===== src/rtl/lsu_pkg.sv =====
// Shared types and constants for the load/store unit: funct3 access encodings,
// the FSM state type and the funct3 legality check.
package lsu_pkg;

    localparam logic [2:0] F3_B  = 3'b000;
    localparam logic [2:0] F3_H  = 3'b001;
    localparam logic [2:0] F3_W  = 3'b010;
    localparam logic [2:0] F3_BU = 3'b100;
    localparam logic [2:0] F3_HU = 3'b101;

    typedef enum logic [1:0] {
        IDLE = 2'd0,
        REQ  = 2'd1,
        DONE = 2'd2
    } lsu_state_e;

    // Unsigned variants only exist for loads.
    function automatic logic f3_illegal(input logic [2:0] f3, input logic is_store);
        case (f3)
            F3_B, F3_H, F3_W: f3_illegal = 1'b0;
            F3_BU, F3_HU:     f3_illegal = is_store;
            default:          f3_illegal = 1'b1;
        endcase
    endfunction

endpackage


===== src/rtl/lsu_align.sv =====
// Lane steering: store byte enables and replicated write data, and load
// byte/half selection with sign or zero extension.
module lsu_align
    import lsu_pkg::*;
(
    input  logic [2:0]  st_funct3,
    input  logic [1:0]  st_lane,
    input  logic        st_is_store,
    input  logic [31:0] st_data,
    output logic [3:0]  st_be,
    output logic [31:0] st_wdata,
    input  logic [2:0]  ld_funct3,
    input  logic [1:0]  ld_lane,
    input  logic [31:0] ld_rdata,
    output logic [31:0] ld_data
);

    logic [7:0]  ld_byte;
    logic [15:0] ld_half;

    always_comb begin
        st_be    = 4'b0000;
        st_wdata = st_data;
        case (st_funct3)
            F3_B: begin
                st_wdata = {4{st_data[7:0]}};
                if (st_is_store) st_be = 4'b0001 << st_lane;
            end
            F3_H: begin
                st_wdata = {2{st_data[15:0]}};
                if (st_is_store) st_be = st_lane[1] ? 4'b1100 : 4'b0011;
            end
            default: begin
                if (st_is_store) st_be = 4'b1111;
            end
        endcase
    end

    always_comb begin
        ld_byte = ld_rdata[{ld_lane, 3'b000} +: 8];
        ld_half = ld_lane[1] ? ld_rdata[31:16] : ld_rdata[15:0];
        case (ld_funct3)
            F3_B:    ld_data = {{24{ld_byte[7]}}, ld_byte};
            F3_H:    ld_data = {{16{ld_half[15]}}, ld_half};
            F3_BU:   ld_data = {24'h000000, ld_byte};
            F3_HU:   ld_data = {16'h0000, ld_half};
            default: ld_data = ld_rdata;
        endcase
    end

endmodule


===== src/rtl/load_store_unit.sv =====
// Memory-stage load/store unit: accepts a load or store from M, runs one
// valid/ready bus transaction while stalling the pipeline, returns formatted load data.
module load_store_unit
    import lsu_pkg::*;
#(
    parameter int unsigned XLEN = 32
) (
    input  logic            clk,
    input  logic            rst,
    input  logic            MemReadM,
    input  logic            MemWriteM,
    input  logic [2:0]      Funct3M,
    input  logic [XLEN-1:0] ALUResultM,
    input  logic [XLEN-1:0] WriteDataM,
    output logic            StallM,
    output logic [XLEN-1:0] ReadDataM,
    output logic            LoadValidM,
    output logic            MemFaultM,
    output logic            BusReq,
    output logic            BusWe,
    output logic [XLEN-1:0] BusAddr,
    output logic [XLEN-1:0] BusWData,
    output logic [3:0]      BusBE,
    input  logic            BusReady,
    input  logic [XLEN-1:0] BusRData
);

    lsu_state_e      state_q, state_d;
    logic            bus_req_q, bus_req_d;
    logic            bus_we_q, bus_we_d;
    logic [XLEN-1:0] bus_addr_q, bus_addr_d;
    logic [XLEN-1:0] bus_wdata_q, bus_wdata_d;
    logic [3:0]      bus_be_q, bus_be_d;
    logic [1:0]      lane_q, lane_d;
    logic [2:0]      funct3_q, funct3_d;
    logic [XLEN-1:0] read_data_q, read_data_d;
    logic            load_valid_q, load_valid_d;

    logic            req, is_store, misaligned, fault;
    logic [3:0]      st_be;
    logic [XLEN-1:0] st_wdata, ld_data;

    lsu_align u_align (
        .st_funct3   (Funct3M),
        .st_lane     (ALUResultM[1:0]),
        .st_is_store (is_store),
        .st_data     (WriteDataM),
        .st_be       (st_be),
        .st_wdata    (st_wdata),
        .ld_funct3   (funct3_q),
        .ld_lane     (lane_q),
        .ld_rdata    (BusRData),
        .ld_data     (ld_data)
    );

    always_comb begin
        req        = MemReadM | MemWriteM;
        is_store   = MemWriteM;
        misaligned = ((Funct3M[1:0] == 2'b01) & ALUResultM[0])
                   | ((Funct3M[1:0] == 2'b10) & (ALUResultM[1:0] != 2'b00));
        fault      = req & (f3_illegal(Funct3M, is_store) | misaligned);
        MemFaultM  = (state_q == IDLE) & fault;
        StallM     = ((state_q == IDLE) & req & ~fault) | (state_q == REQ);
    end

    always_comb begin
        state_d      = state_q;
        bus_req_d    = bus_req_q;
        bus_we_d     = bus_we_q;
        bus_addr_d   = bus_addr_q;
        bus_wdata_d  = bus_wdata_q;
        bus_be_d     = bus_be_q;
        lane_d       = lane_q;
        funct3_d     = funct3_q;
        read_data_d  = read_data_q;
        load_valid_d = 1'b0;
        case (state_q)
            IDLE: begin
                if (req && !fault) begin
                    state_d     = REQ;
                    bus_req_d   = 1'b1;
                    bus_we_d    = is_store;
                    bus_addr_d  = {ALUResultM[XLEN-1:2], 2'b00};
                    bus_wdata_d = st_wdata;
                    bus_be_d    = st_be;
                    lane_d      = ALUResultM[1:0];
                    funct3_d    = Funct3M;
                end
            end
            REQ: begin
                if (BusReady) begin
                    state_d   = DONE;
                    bus_req_d = 1'b0;
                    if (!bus_we_q) begin
                        read_data_d  = ld_data;
                        load_valid_d = 1'b1;
                    end
                end
            end
            // M inputs still describe the retiring instruction here, so never re-accept.
            DONE:    state_d = IDLE;
            default: state_d = IDLE;
        endcase
    end

    always_ff @(posedge clk) begin
        if (rst) begin
            state_q      <= IDLE;
            bus_req_q    <= 1'b0;
            bus_we_q     <= 1'b0;
            bus_addr_q   <= '0;
            bus_wdata_q  <= '0;
            bus_be_q     <= 4'b0000;
            lane_q       <= 2'b00;
            funct3_q     <= 3'b000;
            read_data_q  <= '0;
            load_valid_q <= 1'b0;
        end else begin
            state_q      <= state_d;
            bus_req_q    <= bus_req_d;
            bus_we_q     <= bus_we_d;
            bus_addr_q   <= bus_addr_d;
            bus_wdata_q  <= bus_wdata_d;
            bus_be_q     <= bus_be_d;
            lane_q       <= lane_d;
            funct3_q     <= funct3_d;
            read_data_q  <= read_data_d;
            load_valid_q <= load_valid_d;
        end
    end

    assign BusReq     = bus_req_q;
    assign BusWe      = bus_we_q;
    assign BusAddr    = bus_addr_q;
    assign BusWData   = bus_wdata_q;
    assign BusBE      = bus_be_q;
    assign ReadDataM  = read_data_q;
    assign LoadValidM = load_valid_q;

endmodule

===== config.mk =====
export PLATFORM = sky130hd
export DESIGN_NAME = load_store_unit
export DESIGN_NICKNAME = d
export VERILOG_FILES = /design/src/rtl/lsu_pkg.sv /design/src/rtl/lsu_align.sv /design/src/rtl/load_store_unit.sv
export SDC_FILE = /design/constraint.sdc
export NUM_CORES = 1
export LEC_CHECK = 0
export CAP_MARGIN = 20
export CORE_MARGIN = 1.5
export CORE_UTILIZATION = 35
export CTS_BUF_LIST = sky130_fd_sc_hd__clkbuf_4 sky130_fd_sc_hd__clkbuf_8
export CTS_CLUSTER_SIZE = 25
export DETAILED_ROUTE_END_ITERATION = 12
export PLACE_DENSITY_LB_ADDON = 0.12
export SETUP_SLACK_MARGIN = 0.05
export SYNTH_ARGS = -nofsm -noshare
export SYNTH_HDL_FRONTEND = slang
export SYNTH_SLANG_ARGS = --single-unit

===== constraint.sdc =====
create_clock -name clk -period 3.3 [get_ports clk]
set_input_delay 0.33 -clock clk [delete_from_list [all_inputs] [get_ports clk]]
set_output_delay 0.33 -clock clk [all_outputs]
set_load 0.01 [all_outputs]

==> results.md, run 1 <==
- N_diodes: 0
- Share of the synthesized area in the top cell type: a little under half
- Share of cells above drive strength 1: 4.22%
- Post-synth top cells: nand2_1, dfxtp_1, a21oi_1
- Worst-skew pair later-pin latency: 380 ps
- Worst slew pin tran: roughly 1100 ps
- Fin util: between 50% and 60%
- Slew Viols, Final: 0
- Clock sinks: roughly 110
- Htree depth: 3
- HP Class: flop to flop
- WL/cell: 15.8 um
- Sw Share: between 20 and 30%
- Share of flip-flops with an asynchronous set or reset: 0%
- Area leader, netlist: dfxtp_1
- Initial antenna violation count: 0
- Status: finished, final reports clean
- TritonRoute pass-1 iters: 4
- Placed cell count: 917
- Synth cell types: 33
- Synth Cell Area: 0.00463 mm^2
- First-pass GRT wire length: between 20 and 25 mm
- Setup CP Type: input port to output pin
- Site row count: roughly 40
- Layout area overhead: 51.9%
- Setup Fix Bufs, Post-CTS: 0
- Via count: 4,765
- DRT iter0 DRCs: 363
- Die ar.: roughly 0.014 mm^2
- Synth Instances: about 570
- Clock power share: between 20% and 30%
- CP max FO: 5
- FF+latch count, synth: 108
- Root buf cell: clkbuf_8
- Final Critical Period: between 3000 and 4000 ps
- Crit share post-route: between 90% and 100%
- CTS hold repair buffers: 0
- Final hold vios: 0
- Cts bufs inserted: 9
- Die X: 118 um
- Final setup viols: 0
- Synth warn: 0
- Maximum vdd drop: around 0.23 mV
- Top cells by area, synth: dfxtp_1, nand2_1, a21oi_1
- Vias in the first global route: roughly 4,600
- Max Cap Violations: 0
- GRT Resource Usage Total: around a fifth
- Starting Density: 36.2%
- CTS tree: done
- Internal power: between 2 and 2.5 mW
- Fin cells: between 900 and 1,000
- NetSw: approximately 0.8 mW
- # IOs: between 200 and 250
- Register area share after synthesis: 46.7%
- Comb power frac: 22.5%
- Fillers: 1,157
- Final ANT Viol Nets: 0
- Syn_area_per_cell: ~8.1 um^2
- Top_reg_cell synth: dfxtp_1
- Clock Tree Buf Depth: 2
- Total grt overflow: 0
- Clock Pin Slew Worst Setup and Hold Paths: 80 ps
- CP required: roughly 3000 ps
- Max Fclk: around 330 MHz
- Final clock skew: ~15 ps
- EDFF count, synth: 0
- Vias per cell: 5.12
- Core ar.: about 0.013 mm^2
- RSZ-0062 raised after global routing: false
- Drt total wl: about 15 mm
- Max-slew headroom: a little under 30%
- Total negative slack: 0 ps
- Placer Congestion: about 0.83
- DRC viols: 0
- Power Dens Cells: between 400 and 500 mW/mm^2
- Arrival time worst endpoint: 2710 ps
- Layout Nets: 860
- Reg power frac: around 50%
- Port bufs: 206
- Count leader, synth: nand2_1
- Post-DP HPWL: 10.5 mm
- Worst setup EP type: output pin
- Largest net degree at the start of global routing: just under 90
- Post-CTS Resized: 0
- Pleak: ~2.4 nW
- Die height: around 120 um
- Worst setup SP type: input port
## power groups by stage
stage                     Clock [mW]  Sequential (mW)  Combinational, mW
after floorplan                    0             1.49              0.255
after global placement             0             1.46              0.652
after detailed placement           0             1.46              0.656
after CTS                      0.859             1.44              0.659
after global routing           0.908             1.45              0.713
final                          0.829             1.43              0.657
## final timing paths
path,startpoint,endpoint,slack (ps),depth (start not counted)
min reg2reg,BusAddr[5],BusAddr[5],460,2
max reg2reg,state_q[0],ReadDataM[12],1280,4
min,BusAddr[5],BusAddr[5],460,2
max,ALUResultM[0],StallM,260,5
## layout by cell type (no fill, tap or decap), types with 2 or more instances in the layout
cell type        count
a211oi_1            24
a21oi_1             68
a221oi_1             7
a311oi_1            15
buf_4               13
clkbuf_8            11
clkdlybuf4s50_1    205
conb_1               2
dfxtp_1            108
inv_1                5
mux2i_1             27
nand2_1            148
nand2b_1             3
nand3_1              4
nand3b_1            17
nor2_1              41
nor2b_1              3
nor3_1               4
nor4_1               2
o211ai_1             8
o21ai_0             22
o31ai_1              8
## logic make-up (layout without fill, tap and decap cells)
group           count (synthesis)  in the layout  share of synthesized area, %
flops                         108            108                          46.7
mux                            27             27                          5.84
simple gates                  227            227                          20.9
buf+inv                        53            238                          4.71
other cells                     1              2                        0.0811
compound gates                157            157                          21.8
## metrics by stage
stage	hold WS, ps	instance area, um^2	setup slack [ps]	total power, mW
finish	456	7030	261	2.92
global route	479	7030	172	3.07
CTS	448	7030	255	2.95
detailed placement	447	6830	273	2.12
global placement	441	6830	301	2.11
floorplan	466	4630	986	1.75
## final cells by class
class                   instances  area (um^2)  area share [%]
multi-input cells             413         2270            32.3
repair buffers                219         2170            30.9
flip-flops and latches        108         2160            30.8
well taps                     172          215            3.06
clock buffers                  12          159            2.26
clock inverters                 2         35.0           0.499
inverters                       5         18.8           0.267
## worst max-delay path, cell delays in order
cell,delay [ps]
clkdlybuf4s50_1,500
or4_1,670
a2111o_2,520
o21ai_0,100
clkdlybuf4s50_1,600
## per-layer routing
| metal | track usage, % | wire, um | up-vias |
|---|---|---|---|
| met5 | 0 | 0 | - |
| met3 | 5.67 | 1140 | 24 |
| met4 | 7.93 | 333 | 0 |
| li1 | - | - | 2356 |
| met1 | 28.4 | 6710 | 2200 |
| met2 | 32.6 | 6570 | 185 |
## state kept, by name (all words and copies together), names as in the netlist
register / flops
ReadDataM: 32
BusWe: 1
BusAddr: 30
BusReq: 1
BusWData: 32
funct3_q: 3
LoadValidM: 1
state_q: 2
lane_q: 2
BusBE: 4
Power figures use the tool's default switching activity.
==> run 2, diff against run 1 <==
==> constraint.sdc (replaced) <==
create_clock -name clk -period 3.3 [get_ports clk]
set_input_delay 0.33 -clock clk [delete_from_list [all_inputs] [get_ports clk]]
set_output_delay 0.33 -clock clk [all_outputs]
set_load 0.1 [all_outputs]
==> run 2 against run 1 <==
Net effect:
- cell area up 0.12%
- utilization rose by 0.069 points
- clock-buffer cell count stayed put
- flip-flop and latch count is the same
==> results.md, run 2 (synthesized netlist as in run 1, its figures left out) <==
- Share of cells above drive strength 1: 4.74%
- Multi-input gate area: ~0.0023 mm^2
- Fillers: 1,190
- Met1 Usage GRT: between 20% and 30%
- Comb power frac: about 36%
- NetSw: 1.35 mW
- Core ar.: between 0.01 and 0.015 mm^2
- Final hold vios: 0
- Clock power share: between 20% and 30%
- Internal power: 2.06 mW
- Worst setup SP type: input port
- HP Class: input port to flop
- Worst-skew pair later-pin latency: around 380 ps
- Initial antenna violation count: 0
- Reg power frac: 42.0%
- Worst slew pin tran: roughly 1000 ps
- Commonest cells after routing, fill and taps aside: clkdlybuf4s50_1, nand2_1, dfxtp_1
- Largest net degree at the start of global routing: 89
- Vias per cell: 5.18
- Total negative slack: 0 ps
- Maximum vdd drop: about 0.33 mV
- Total grt overflow: 0
- Htree depth: 3
- CTS hold repair buffers: 0
- Die ar.: between 0.01 and 0.015 mm^2
- Clock sinks: around 110
- Met3 Track Usage GR: 7.36%
- Clock Tree Buf Depth: 2
- Status: finished, final reports clean
- GRT Resource Usage Total: a little over a fifth
- Via count: between 4,000 and 5,000
- Post-CTS Resized: 0
- Final clock skew: between 10 and 15 ps
- First-pass GRT wire length: roughly 24 mm
- Starting Density: between 30% and 40%
- Root buf cell: clkbuf_8
- Pleak: roughly 2.4 nW
- Sequential cell area: roughly 0.0022 mm^2
- Die height: about 120 um
- Worst setup EP type: output pin
- Fin cells: 931
- TritonRoute pass-1 iters: 5
- DRT iter0 DRCs: 365
- Post-DP HPWL: about 10 mm
- DRC viols: 0
- Slew Viols, Final: 0
- Placer Congestion: around 0.86
- GR peak layer: met2
- Max-slew headroom: a little under a third
- Vias in the first global route: between 4,000 and 5,000
- Die X: 118 um
- Max Cap Violations: 0
- Layout Nets: between 800 and 900
- Drt total wl: ~15 mm
- Sw Share: 39.7%
- RSZ-0062 raised after global routing: false
- Site row count: a little over 40
- Final Critical Period: ~2700 ps
- Setup CP Type: input port to output pin
- Placed cell count: between 900 and 1,000
- CTS tree: done
- Power Dens Cells: 485 mW/mm^2
- Clock Pin Slew Worst Setup and Hold Paths: ~90 ps
- N_diodes: 0
- Commonest non-fill, non-tap cell in the layout: clkdlybuf4s50_1
- Cts bufs inserted: 9
- Port bufs: approximately 200
- Crit share post-route: about four fifths
- Arrival time worst endpoint: approximately 2300 ps
- Final ANT Viol Nets: 0
- Final setup viols: 0
- Max Fclk: between 300 and 400 MHz
- CP max FO: 5
- Setup Fix Bufs, Post-CTS: 0
- # IOs: about 210
- Layout area overhead: 52.1%
- CP required: slightly below 3000 ps
- WL/cell: between 15 and 20 um
- GRT met2 Usage: about a third
run 2: cell count changes in the layout (fill, tap and decap cells not counted), sizes merged:
| cell | delta |
|---|---|
| buf | +1 |
| bufinv | -1 |
| clkdlybuf4s50 | -2 |
| clkinv | +2 |
run 2: critical path, stage by stage:
cell	delay, ps
clkdlybuf4s50_1	470
or4_1	630
a2111o_2	510
o21ai_0	160
buf_12	230
run 2: per-stage QoR:
stage | area [um^2] | setup slack [ps] | util (%) | power, mW | hold WS (ps)
5_1_grt | 7030 | 570 | 55.1 | 3.57 | 415
6_report | 7030 | 636 | 55.1 | 3.41 | 428
2_1_floorplan | 4640 | 108 | - | 2.30 | 466
3_3_place_gp | 6850 | 655 | 53.6 | 2.67 | 440
4_1_cts | 7030 | 622 | 55.1 | 3.45 | 403
3_5_place_dp | 6850 | 569 | 53.6 | 2.68 | 447
run 2: worst paths after layout:
| path | startpoint | endpoint | slack [ps] | cells after the start |
|---|---|---|---|---|
| worst max-delay path | ALUResultM[0] | StallM | 640 | 5 |
| worst min-delay path | rst | BusAddr[22] | 430 | 2 |
| worst min register to register | BusAddr[12] | BusAddr[12] | 460 | 2 |
| worst max register to register | lane_q[1] | ReadDataM[14] | 1340 | 5 |
run 2: power groups by stage:
stage / Sequential, mW / Clock, mW / Combinational (mW)
2_1_floorplan: 2.01 / 0 / 0.289
3_3_place_gp: 1.46 / 0 / 1.21
3_5_place_dp: 1.46 / 0 / 1.22
4_1_cts: 1.43 / 0.797 / 1.22
5_1_grt: 1.45 / 0.846 / 1.27
6_report: 1.43 / 0.763 / 1.22
run 2: final cells by class:
class	instances	area share [%]
Sequential cell	108	30.7
Tap cell	172	3.06
Multi-Input combinational cell	413	32.3
Inverter	5	0.267
Clock inverter	3	0.320
Timing Repair Buffer	218	31.0
Clock buffer	12	2.26
run 2: per-layer routing:
metal | share of wire [%] | vias to the layer above | routed length (um)
met4 | 1.7 | 0 | 248
met5 | 0 | - | 0
li1 | - | 2355 | -
met3 | 8.3 | 18 | 1240
met2 | 46 | 212 | 6840
met1 | 44 | 2242 | 6520
==> run 3, diff against run 2 <==
Clock period 3.3 ns to 2.25 ns, I/O delays scaled along.
==> run 3 against run 2 <==
Net effect:
- cell area grew 0.37%
- via count grew 1.9%
- clock-buffer cell count is the same
- first-iteration DRC count shrank 13%
- non-clock buffer count grew 23
- combinational power grew 48%
- sequential share of layout area shrank 0.11 points
- critical endpoint unchanged
==> results.md, run 3 (synthesized netlist as in run 1, its figures left out) <==
- Status: finished, final reports clean
- Slew Viols, Final: 0
- Area after DPL: between 0.006 and 0.007 mm^2
- Worst setup SP type: input port
- DRT iter0 DRCs: approximately 320
- Drt total wl: around 15 mm
- Cts bufs inserted: 9
- Max-slew headroom: 55.1%
- Max Cap Violations: 0
- Clock Tree Buf Depth: 2
- Cell area after layout: between 0.007 and 0.008 mm^2
- Die ar.: approximately 0.014 mm^2
- Placed cell count: roughly 940
- Sw Share: between 30% and 40%
- Hold slack final: roughly 280 ps
- Arrival time worst endpoint: ~1900 ps
- Final worst slack: slightly above 100 ps
- Post-DP HPWL: roughly 11 mm
- Fillers: between 1,000 and 1,500
- CP required: 2030 ps
- Clock sinks: approximately 110
- Commonest cells after routing, fill and taps aside: nand2_1, buf_4, dfxtp_1
- CP max FO: 2
- Core ar.: around 0.013 mm^2
- Via count: 4,920
- Dpl ws: -209 ps
- Final clock skew: just over 7 ps
- Maximum vdd drop: 0.460 mV
- Worst path max stage delay: around 520 ps
- Starting Density: 36.2%
- HP Class: input port to flop
- Cells along the critical path: clkdlybuf4s50_1 > or4_4 > a2111o_2 > o21ai_4 > buf_12
- Worst setup EP type: output pin
- Reg power frac: just over 40%
- GRT Resource Usage Total: around 22%
- Setup CP Type: input port to output pin
- # IOs: ~210
- Layout Nets: around 880
- Sequential cell area: roughly 0.0022 mm^2
- Pleak: between 2 and 3 nW
- Clock Pin Slew Worst Setup and Hold Paths: 100 ps
- Final Critical Period: roughly 2100 ps
- Root buf cell: clkbuf_8
- Placer Congestion: slightly above 0.9
- Commonest non-fill, non-tap cell in the layout: nand2_1
- WP buf/inv: 2
- Multi-input gate area: 0.00230 mm^2
- Die X: around 120 um
- RSZ-0062 raised after global routing: false
- Final setup viols: 0
- Comb power frac: about a third
- Site row count: 41
- Final hold vios: 0
- N_diodes: 0
- Max Fclk: around 470 MHz
- Power Dens Cells: between 700 and 800 mW/mm^2
- TritonRoute pass-1 iters: 5
- CTS hold repair buffers: 0
- Htree depth: 3
- NetSw: ~2 mW
- WL/cell: around 16 um
- CP delay by family, top: buffers and inverters
- Crit share post-route: between 90% and 100%
- Share of cells above drive strength 1: between 20% and 30%
- Vias in the first global route: between 4,000 and 5,000
- Internal power: approximately 3.2 mW
- CTS tree: done
- Layout area overhead: 52.6%
- Worst slew pin tran: 674 ps
- Fin cells: 955
- Initial antenna violation count: 0
- First-pass GRT wire length: 24.2 mm
- Die height: 118 um
- Largest net degree at the start of global routing: 68
- DRC viols: 0
- Vias per cell: around 5.2
- Worst-skew pair later-pin latency: between 300 and 400 ps
- Clock power share: about a quarter
- Total grt overflow: 0
- Port bufs: 206
- Final ANT Viol Nets: 0
- Crit path max-delay cell type: a2111o_2
[run 3: metal layers]
layer  up-vias  global-route usage, %  routed length, um
met5         -                      0                  0
met4         0                   7.16                384
met3        28                   8.28               1240
met2       203                   33.5               6830
met1      2278                   27.6               6610
li1       2411                      -                  -
[run 3: path summary, 6_finish.rpt]
check | start | cells after the start | slack [ps] | end
worst min-delay path | ALUResultM[1] | 4 | 280 | lane_q[1]
worst max-delay path | Funct3M[2] | 5 | 100 | StallM
worst max register to register | state_q[1] | 5 | 380 | ReadDataM[28]
worst min register to register | BusWData[26] | 2 | 460 | BusWData[26]
[run 3: worst register-to-register path, delay by kind of cell (launching register included)]
kind | cells | cell delay (ps)
compound gates | 2 | 280
buf+inv | 1 | 230
flops | 1 | 460
simple gates | 2 | 760
[run 3: area by class of cell]
type,instances,area share [%]
clock buffers,12,2.25
clock inverters,4,0.797
inverters,5,0.266
multi-input cells,413,32.6
flip-flops and latches,108,30.6
well taps,172,3.05
repair buffers,241,30.5
[run 3: per-stage QoR]
stage	utilization [%]	total power [mW]	TNS, ps
after floorplan	-	3.39	0
after global placement	53.2	3.94	-8020
after detailed placement	53.2	3.96	-10090
after CTS	55.2	5.24	0
after global routing	55.3	5.42	0
final	55.3	5.20	0
[run 3: power groups by stage]
stage	Combinational [mW]	Sequential [mW]	Clock, mW
global route	1.89	2.13	1.40
global placement	1.79	2.15	0
detailed placement	1.80	2.16	0
finish	1.81	2.11	1.28
CTS	1.81	2.12	1.32
floorplan	0.432	2.96	0
[run 3: what timing repair did]
item / in CTS / in global routing
buffers inserted: 3 / 1
gates resized for setup: 6 / 1
setup endpoints to repair: 1 / 1
pin swaps: 3 / 3
==> edit 1 (settings of run 2) <==
Take the reset off `read_data_q` and load it in a clocked block of its own.
--- a/src/rtl/load_store_unit.sv
+++ b/src/rtl/load_store_unit.sv
@@ -114,5 +114,4 @@
             lane_q       <= 2'b00;
             funct3_q     <= 3'b000;
-            read_data_q  <= '0;
             load_valid_q <= 1'b0;
         end else begin
@@ -125,7 +124,10 @@
             lane_q       <= lane_d;
             funct3_q     <= funct3_d;
-            read_data_q  <= read_data_d;
             load_valid_q <= load_valid_d;
         end
+    end
+
+    always_ff @(posedge clk) begin
+        read_data_q <= read_data_d;
     end
 
Formal check against the unedited RTL: differs if rst is asserted again (counterexample within 4 cycles, from zero or initial values and one cycle with rst high); with rst held inactive, the same outputs for 4 cycles.
==> edit 1 against run 2 <==
- clock power rose by 11%
- total power rose by 2.9%
- maximum frequency fell by 0.75%
- combinational power fell by 4%
- setup slack got worse by 20 ps
- via count fell by 6.9%
- sequential cell count did not move
- area after synthesis rose by 1.5%
- routed wire length fell by 7.0%
- final area rose by 1.7%
- largest cell class is now flip-flops and latches
==> edit 1: results <==
[power_and_ir_drop]
ir_drop_uv = 259.2
p_leak_uw = 0.002534

[finish]
layout.nets = 831
drive_above_1_share_pct = 5.328
antenna_cells = 0
fillers = 1236

[setup_path]
slowest_delay_ps = 630
cp_max_fo = 5
cpLargestDelayFamily = buffers and inverters
cp.arrival_ps = 2350

[placed_design]
place_worst_setup_slack_ps = 591.3
placed_cells = 892
routabilityCongestion = 0.8289
place_hpwl_um = 9859
io_buffers = 206

[clock_tree]
cts_setup_buffers = 0
htree_levels = 3
path_clk_slew_ps = 90
clock_latency_ps = 370
cts_resized = 0

[worst_hold_path]
whs_path_depth = 2
hp-class = flip-flop to flip-flop
hold_path.startpoint = BusAddr[11]

[logic_synthesis]
synthDistinctLibCells = 31
yosys-top-cells-area = dfxtp_1, edfxtp_1, nand2_1, a21oi_1, mux2i_1
ys_async_sr_fraction_pct = 0
ys_seq_area_share_pct = 52.86
synth.area.mux_share_pct = 5.382
yosysWarnings = 0
synth_compound_area_share_pct = 18.57
synth-main-ff-cell = dfxtp_1
syn_inst = 539
synthAdderAreaFrac_pct = 0
synth.top_cells.by_count = nand2_1, dfxtp_1, a21oi_1
synth_enable_flop_cells = 32

[job]
maxCapViolations = 0

[drt]
wl_per_cell_um = 15.21
firstDrtPassIters = 5
totalWireLength_um = 13810
first_iter_violations = 253
via_per_inst = 4.948

[global_routing]
gr-usage-all-layers_pct = 19.57
grt_pass1_vias = 4195
grt_pass1_wl_um = 21740
grt_max_degree = 78

[sta]
skew_ps = 10.87
slew_headroom_pct = 31.31

[run_status]
status = finished, final reports clean
==> edit 1: layout make-up <==
cell class	count	area, um2	area share, %
Clock inverter	2	35.03	0.4899
Inverter	11	41.29	0.5773
Tap cell	176	220.2	3.079
Sequential cell	108	2482	34.71
Timing Repair Buffer	221	2202	30.79
Clock buffer	14	173.9	2.432
Multi-Input combinational cell	376	1997	27.92
==> edit 1: path summary, 6_finish.rpt <==
check | to | slack (ps)
hold reg to reg | BusAddr[11] | 460
setup / recovery | StallM | 620
hold / removal | BusAddr[11] | 460
setup reg to reg | ReadDataM[31] | 1290
==> edit 1: worst min-delay path, delay by kind of cell, from the launching register on <==
family          cells  cell delay [ps]
simple gates        1               50
flops               1              310
compound gates      1               50
==> edit 1: kinds of logic (layout without fill, tap and decap cells) <==
kind of cell	after synthesis	count (layout)
other	1	2
AND/OR/NAND/NOR	211	211
multiplexers	24	24
buffers and inverters	56	248
flip-flops	108	108
AO/OA/AOI/OAI	139	139
==> edit 1: layer usage <==
layer	GRT usage (%)	vias to the layer above	share of wire (%)
met5	0	-	0
met4	7.681	0	2.3
met3	5.603	21	7.8
met2	31.03	179	46
met1	25.28	2057	44
li1	-	2236	-
==> edit 1: report_power, final <==
part	total (uW)	internal [uW]	switching (uW)
combinational	1170	354	815
sequential	1500	1460	39.1
clock	850	418	432
total	3520	2230	1290
==> edit 1: metrics by stage <==
| step | power (uW) | utilization [%] | cell area [um2] |
|---|---|---|---|
| 4_1_cts | 3555 | 54.22 | 7152 |
| 3_3_place_gp | 2689 | 52.64 | 6943 |
| 5_1_grt | 3660 | 54.22 | 7152 |
| 6_report | 3515 | 54.22 | 7152 |
| 2_1_floorplan | 2328 | - | 4706 |
| 3_5_place_dp | 2699 | 52.64 | 6943 |
==> edit 2 (flow settings as in run 2) <==
Made on the original files. Put a register stage on the output `MemFaultM`, cleared by the reset. The value now appears one clock later. The other outputs are not delayed to match.
--- a/src/rtl/load_store_unit.sv
+++ b/src/rtl/load_store_unit.sv
@@ -25,4 +25,6 @@
     input  logic [XLEN-1:0] BusRData
 );
+
+    logic MemFaultM_d;
 
     lsu_state_e      state_q, state_d;
@@ -60,5 +62,5 @@
                    | ((Funct3M[1:0] == 2'b10) & (ALUResultM[1:0] != 2'b00));
         fault      = req & (f3_illegal(Funct3M, is_store) | misaligned);
-        MemFaultM  = (state_q == IDLE) & fault;
+        MemFaultM_d = (state_q == IDLE) & fault;
         StallM     = ((state_q == IDLE) & req & ~fault) | (state_q == REQ);
     end
@@ -138,3 +140,11 @@
     assign LoadValidM = load_valid_q;
 
+    always_ff @(posedge clk) begin
+        if (rst) begin
+            MemFaultM <= '0;
+        end else begin
+            MemFaultM <= MemFaultM_d;
+        end
+    end
+
 endmodule
Formal check against the unedited RTL: not equivalent (Yosys sat finds a counterexample within 4 cycles, from zero or initial values and one cycle with rst high).
==> edit 2 against run 2 <==
- area after synthesis is 2.5% higher
- clock power is 10% higher
- setup slack improved by 320 ps
- final area is 0.98% higher
- global-route usage hardly changed
- sequential share of layout area is essentially flat
- sequential cell count is 1 higher
- hold slack better by 31 ps
- total power is 2.7% higher
- critical path depth down 4
- first-iteration DRC count down 20%
- maximum frequency grew 14%
- routed wire length grew 2.9%
- critical path type is now flip-flop to output port
- largest cell class unchanged
==> edit 2: results <==
[setup_path]
cp.arrival_ps = 2020
crit_path_top_delay_cell = clkdlybuf4s50_1
r2r_cells = 4
rrSetupSlack_ps = 1170
cp_max_fo = 4
r2r-start = state_q[1]
slowest_delay_ps = 1190
reg2reg_to = ReadDataM[27]

[clock_tree]
clock_latency_ps = 370
cts_resized = 0
cts_setup_buffers = 0
path_clk_slew_ps = 100
clockBufferDepth = 2
htree_levels = 3

[run_status]
status = finished, final reports clean

[placed_design]
io_buffers = 206
placed_cells = 921
routabilityCongestion = 0.8912
place_hpwl_um = 11010
placed_cell_area_um2 = 6900

[finish]
fin_cells = 936
layout.nets = 860
fillers = 1283
drive_above_1_share_pct = 5.395

[global_routing]
grt_pass1_wl_um = 23700
grt_max_degree = 58
met3_usage_pct = 6.322
grtUsageMet2_pct = 35.33
grt_pass1_vias = 4613
gr-usage-all-layers_pct = 21.07
gr-usage-met1_pct = 25.28

[logic_synthesis]
synth.top_cells.by_count = nand2_1, dfxtp_1, a21oi_1
synth.area.mux_share_pct = 5.699
synthAdderAreaFrac_pct = 0
synthDistinctLibCells = 39
synth_compound_area_share_pct = 21.87
yosysWarnings = 0
syn_inst = 577
yosys-top-cells-area = dfxtp_1, nand2_1, a21oi_1, mux2i_1, a211oi_1
ys_seq_area_share_pct = 46.02

[power_and_ir_drop]
ir_drop_uv = 218.3
p_leak_uw = 0.002390

[drt]
wl_per_cell_um = 16.32
firstDrtPassIters = 4
first_iter_violations = 293
num_vias = 4800

[worst_hold_path]
whs_endpoint = BusAddr[9]
hp-class = flip-flop to flip-flop
hold_path.startpoint = BusAddr[9]

[sta]
worst_slew_pin_slew_ps = 1011
skew_ps = 6.338
## edit 2: metrics by stage
step / utilization, % / hold WS (ps) / worst slack (ps) / power, uW
finish: 53.64 / 459.0 / 954.4 / 3506
global route: 53.64 / 480.6 / 870.2 / 3654
CTS: 53.64 / 441.1 / 904.8 / 3538
detailed placement: 52.11 / 446.7 / 751.1 / 2696
global placement: 52.11 / 441.4 / 851.6 / 2683
floorplan: - / 466.0 / 481.8 / 2324
## edit 2: worst reg2reg max path: stages, from the launching register on
cell and delay [ps]:
dfxtp_1 370, nand3b_1 210, or2_1 500, a21oi_2 740, a211oi_1 160
## edit 2: final cells by class
cell class | count | area, um2 | area share (%)
Multi-Input combinational cell | 415 | 2322 | 32.69
Sequential cell | 109 | 2182 | 30.72
Timing Repair Buffer | 216 | 2157 | 30.37
Tap cell | 176 | 220.2 | 3.100
Clock buffer | 12 | 158.9 | 2.237
Clock inverter | 3 | 43.79 | 0.6165
Inverter | 5 | 18.77 | 0.2642
## edit 2: how the worst max path moves through the flow
stage / from / slack [ps] / cells past startpoint / end
after CTS: BusWe / 900 / 1 / BusWe
after detailed placement: BusReady / 750 / 5 / ReadDataM[27]
final: BusWe / 950 / 1 / BusWe
after floorplan: state_q[0] / 480 / 2 / StallM
after global placement: BusReady / 850 / 5 / ReadDataM[31]
after global routing: BusWe / 870 / 1 / BusWe
## edit 2: power breakdown
| part | internal [uW] | leakage (uW) | switching, uW |
|---|---|---|---|
| Clock | 399 | 0.000106 | 443 |
| Combinational | 350 | 0.00139 | 864 |
| Sequential | 1400 | 0.000889 | 52.1 |
| Total | 2150 | 0.00239 | 1360 |
## edit 2: metal layers
layer | vias up | wire length, um
met4 | 0 | 324
met5 | - | 0
met3 | 24 | 1181
met1 | 2235 | 6577
met2 | 184 | 7197
li1 | 2357 | -
